--- src/rtl/multicycle_sequencer.sv ---
// Multi-cycle control sequencer for the RV32I subset core: walks fetch/decode/
// execute/memory/write-back, gates the architectural write strobes and counts retirements.
module multicycle_sequencer #(
  parameter int MEM_TIMEOUT = 15,
  parameter int CNT_W       = 16
) (
  input  logic             Clk,
  input  logic             Rst_n,
  input  logic             Start,
  input  logic [6:0]       Opcode,
  input  logic             BranchTaken,
  input  logic             MemReady,
  output logic             InstrReq,
  output logic             DataReq,
  output logic             MemWriteEn,
  output logic             IRWrite,
  output logic             PCWrite,
  output logic [1:0]       PCSel,
  output logic             RegWriteEn,
  output logic [2:0]       State,
  output logic             Illegal,
  output logic             Fault,
  output logic [CNT_W-1:0] InstrCount
);
  typedef enum logic [2:0] {
    IDLE = 3'd0, FETCH = 3'd1, DECODE = 3'd2, EXEC = 3'd3, MEM = 3'd4, WB = 3'd5, HALT = 3'd6
  } state_t;

  typedef enum logic [2:0] {
    C_R, C_LOAD, C_ALUI, C_JALR, C_STORE, C_BRANCH, C_LUI, C_JAL
  } cls_t;

  localparam logic [7:0] WAIT_LIM = 8'(MEM_TIMEOUT - 1);

  state_t     state;
  cls_t       cls;
  logic [7:0] waitCnt;

  cls_t   decCls;
  logic   decOk;
  logic   retire;
  state_t nextRet;

  always_comb begin
    decOk  = 1'b1;
    decCls = C_R;
    case (Opcode)
      7'b0110011: decCls = C_R;
      7'b0000011: decCls = C_LOAD;
      7'b0010011: decCls = C_ALUI;
      7'b1100111: decCls = C_JALR;
      7'b0100011: decCls = C_STORE;
      7'b1100011: decCls = C_BRANCH;
      7'b0110111: decCls = C_LUI;
      7'b1101111: decCls = C_JAL;
      default:    decOk  = 1'b0;
    endcase
  end

  // A store retires on its MemReady cycle, so that one PC strobe follows MemReady like IRWrite.
  assign retire  = (state == EXEC && cls == C_BRANCH) ||
                   (state == MEM  && cls == C_STORE && MemReady) ||
                   (state == WB);
  assign nextRet = Start ? FETCH : IDLE;

  always_ff @(posedge Clk or negedge Rst_n) begin
    if (!Rst_n) begin
      state      <= IDLE;
      cls        <= C_R;
      waitCnt    <= '0;
      Illegal    <= 1'b0;
      Fault      <= 1'b0;
      InstrCount <= '0;
    end else begin
      if (retire) InstrCount <= InstrCount + CNT_W'(1);
      case (state)
        IDLE: begin
          waitCnt <= '0;
          if (Start) state <= FETCH;
        end
        FETCH, MEM: begin
          if (MemReady) begin
            waitCnt <= '0;
            if (state == FETCH)     state <= DECODE;
            else if (cls == C_LOAD) state <= WB;
            else                    state <= nextRet;
          end else if (waitCnt == WAIT_LIM) begin
            state <= HALT;
            Fault <= 1'b1;
          end else begin
            waitCnt <= waitCnt + 8'd1;
          end
        end
        DECODE: begin
          if (decOk) begin
            cls   <= decCls;
            state <= EXEC;
          end else begin
            state   <= HALT;
            Illegal <= 1'b1;
          end
        end
        EXEC: begin
          waitCnt <= '0;
          case (cls)
            C_BRANCH:       state <= nextRet;
            C_LOAD, C_STORE: state <= MEM;
            default:        state <= WB;
          endcase
        end
        WB:      state <= nextRet;
        default: state <= HALT;
      endcase
    end
  end

  // Strobes decode from registered state/class only; reset kills them at once.
  always_comb begin
    InstrReq   = (state == FETCH);
    IRWrite    = (state == FETCH) && MemReady;
    DataReq    = (state == MEM);
    MemWriteEn = (state == MEM) && (cls == C_STORE);
    RegWriteEn = (state == WB);
    PCWrite    = retire;
    PCSel      = 2'b00;
    if (state == EXEC && cls == C_BRANCH && BranchTaken) PCSel = 2'b01;
    if (state == WB && cls == C_JAL)                     PCSel = 2'b01;
    if (state == WB && cls == C_JALR)                    PCSel = 2'b10;
  end

  assign State = state;

endmodule

--- config.mk ---
export PLATFORM = sky130hd
export DESIGN_NAME = multicycle_sequencer
export DESIGN_NICKNAME = d
export VERILOG_FILES = /design/src/rtl/multicycle_sequencer.sv
export SDC_FILE = /design/constraint.sdc
export NUM_CORES = 1
export LEC_CHECK = 0
export CAP_MARGIN = 30
export CELL_PAD_IN_SITES_DETAIL_PLACEMENT = 1
export CELL_PAD_IN_SITES_GLOBAL_PLACEMENT = 1
export CORE_MARGIN = 2
export CORE_UTILIZATION = 44
export CTS_BUF_LIST = sky130_fd_sc_hd__clkbuf_8
export DETAILED_ROUTE_END_ITERATION = 6
export DONT_BUFFER_PORTS = 1
export PLACE_DENSITY = 0.87
export SYNTH_ARGS = -nofsm -noshare
export SYNTH_HDL_FRONTEND = slang
export SYNTH_SLANG_ARGS = --single-unit
--- constraint.sdc ---
create_clock -name Clk -period 1.9 [get_ports Clk]
set_clock_uncertainty 0.1 [all_clocks]
set_input_delay 0.38 -clock Clk [delete_from_list [all_inputs] [get_ports Clk]]
set_output_delay 0.38 -clock Clk [all_outputs]
set_load 0.02 [all_outputs]
==> results.toml <==
[sta]
hold_viol_final = 0
max_freq_mhz = 465
finalSetupViolations = 23
period_share_pct = 113
rsz0062_at_grt = "yes"
fin_ws_ns = -0.250
worst_pin_slew_ns = 0.405
period_minus_slack_ns = 2.15
slew_violations = 0
setup_tns_ns = -3.00
max-slew-margin-rel_pct = 72.9

[hold_path]
hold_path_class = "primary input to register"

[die]
chipWidth_um = 69.9
core_area_mm2 = 0.00409
die_area_mm2 = 0.00489
ioPinCount = 41
rows = 23
initial_core_util_pct = 46.8
chipHeight_um = 69.9

[synth]
synth.net_count = 224
yosysWarnings = 0
ys_seq_elements = 32
synth_cells = 209
ys_types = 46
synth_area_mm2 = 0.00191
syn_area_per_cell_um2 = 9.15
ys_seq_area_share_pct = 41.9

[clocking]
clock_path_buffers = 2
htree_levels = 2
clk_pin_slew_ns = 0.08
cts_tree = "done"
clock_latency_ns = 0.29
cts.sinks = 32
root_buffer = "clkbuf_8"
cts_buffers = 5

[drt]
wl_per_cell_um = 24.7
wl_mm = 7.49
via_count = 1920
drtIter0Drc = 141
drt-vias-per-instance = 6.34
antenna_left = 0
drc = 0
first_pass_iters = 4

[worst_setup_path]
path_cells = "buf_6, nor3b_4, and4bb_4, a22o_4, buf_4, and3_4, nand4_1, xnor2_1"
crit_path_end_kind = "register"
required_ns = 1.96
cp.arrival_ns = 2.21
cp_slowest_cell = "dfrtp_2"
cp_top_family = "simple AND/OR/NAND/NOR gates"
critical-path-max-stage-delay_ns = 0.46
crit_buf_inv = 2
cp-start-kind = "register"
worstSetupPathType = "register to register"
worst-path-max-fanout = 6

[global_route]
antenna_found_initial = 0
grt_pass1_wl_mm = 10.0
grt_max_degree = 33
grt_usage_pct = 26.4
grt_pass1_vias = 1892
gr-total-overflow = 0

[run]
cap_violations = 0

[pwr]
power_frac_comb_pct = 57.9
p_clk_share_pct = 16.3
power_density_mw_per_mm2 = 1490
seqPwrFrac_pct = 25.8
switching_share_pct = 43.1
vdd_drop_max_uv = 1090
switchingPower_mw = 1.74
finalPower_mw = 4.04
power.leakage_nw = 1.21
internal_power_mw = 2.30

[final_layout]
layout_commonest_cell = "buf_4"
num-nets-final = 267
layout_common_cells = "30 x buf_4, 29 x dfrtp_1, 17 x nand2_1"
areaGrowthSynthToFinish_pct = 41.9
final_layout_size_suffix_gt1_share_pct = 39.5
antenna_cells = 0

[place]
hpwl_mm = 3.87
gp_congestion = 0.847
port_buffers = 0

[run_status]
status = "finished, violations left"
violations = "negative setup slack"
## cells in the mapped netlist (all sizes together)
library cell	count	area [um2]
nor4	1	6.26
and4bb	1	16.3
nand3	11	55.1
xor2	1	8.76
a21o	2	15.0
and3	5	31.3
a21boi	1	7.51
maj3	1	10.0
a22o	1	10.0
or3b	2	17.5
nor3	6	30.0
nand4	7	43.8
o21bai	1	7.51
a2bb2oi	1	8.76
nand4b	1	8.76
and4	2	17.5
mux2	2	22.5
a31oi	7	43.8
o31ai	2	15.0
inv	6	22.5
xnor2	15	131
o211ai	1	7.51
o22ai	1	6.26
nand2	21	78.8
o211a	1	10.0
a211oi	1	7.51
nor4b	2	17.5
o311a	1	10.0
and2	3	18.8
buf	7	57.6
o21ai	17	88.8
nor3b	2	26.3
clkbuf	5	18.8
a21oi	7	35.0
nor2	14	52.6
nand3b	2	15.0
ha	3	37.5
nand2b	7	43.8
o21a	2	15.0
mux2i	1	10.0
o41ai	3	26.3
dfrtp	32	801
## per-stage QoR
stage	instance area, um2	instances	setup slack, ns	hold WS, ns	utilization (%)
floorplan	1980	209	-0.388	-0.0156	-
global placement	2170	277	-0.0435	-0.0140	53.2
detailed placement	2170	277	-0.137	-0.0140	53.2
CTS	2490	295	-0.162	0.0950	60.9
global route	2720	303	-0.265	0.109	66.4
finish	2720	303	-0.250	0.0978	66.4
## sequential cells by signal, summed over array words and instances, names as in the netlist
register	count
Fault	1
Illegal	1
InstrCount	16
State	3
cls	3
waitCnt	8
## layout make-up
type | count | area (um2)
sequential | 32 | 805
clock buffer | 5 | 68.8
fill | 427 | 1370
inverter | 6 | 22.5
multi-input combinational | 159 | 1270
tap | 50 | 62.6
clock inverter | 3 | 38.8
timing repair buffer | 48 | 443
## final timing paths
kind                                   to  slack (ns)  depth (start not counted)       start
setup / recovery            InstrCount[5]       -0.25                          8    State[1]
hold / removal                     cls[0]         0.1                          1   Opcode[4]
setup reg to reg            InstrCount[5]       -0.25                          8    State[1]
hold reg to reg                waitCnt[3]        0.44                          1  waitCnt[3]
max in group asynchronous  InstrCount[10]        1.03                          2       Rst_n
min in group asynchronous         Illegal        0.47                          2       Rst_n
## kinds of logic (layout without fill, tap and decap cells)
| family | Yosys count | count (layout) | synth area share [%] |
|---|---|---|---|
| compound gates | 49 | 49 | 16.4 |
| xor+xnor | 16 | 16 | 7.33 |
| fa+ha+maj | 4 | 4 | 2.49 |
| buf+inv | 18 | 62 | 5.17 |
| flops | 32 | 32 | 41.9 |
| mux | 3 | 3 | 1.70 |
| simple gates | 87 | 87 | 25.1 |
## power groups by stage
stage | registers (mW) | logic, mW | clock network (mW)
finish | 1.04 | 2.34 | 0.658
global route | 1.05 | 2.43 | 0.682
CTS | 1.02 | 1.76 | 0.651
detailed placement | 1.02 | 1.39 | 0
global placement | 1.01 | 1.34 | 0
floorplan | 1.04 | 0.950 | 0
## timing repair
action,CTS,global route
endpoints found under the hold margin,32,0
setup endpoints to repair,27,28
pin swaps,10,19
setup buffers,9,8
hold buffers,2,0
resized for setup,26,44
## layer usage
metal	vias up	GRT usage (%)	part of all wire [%]
met3	22	7.65	5.8
met4	0	11.5	3.4
met2	90	46.2	51
met5	-	0	0
met1	970	29.6	40
li1	838	-	-
## worst register-to-register path, cell delays in order (launching register included)
cell and delay (ns):
dfrtp_2 0.46, buf_6 0.14, nor3b_4 0.20, and4bb_4 0.28, a22o_4 0.16, buf_4 0.11
and3_4 0.27, nand4_1 0.14, xnor2_1 0.17
(Power assumes the default switching activity.)
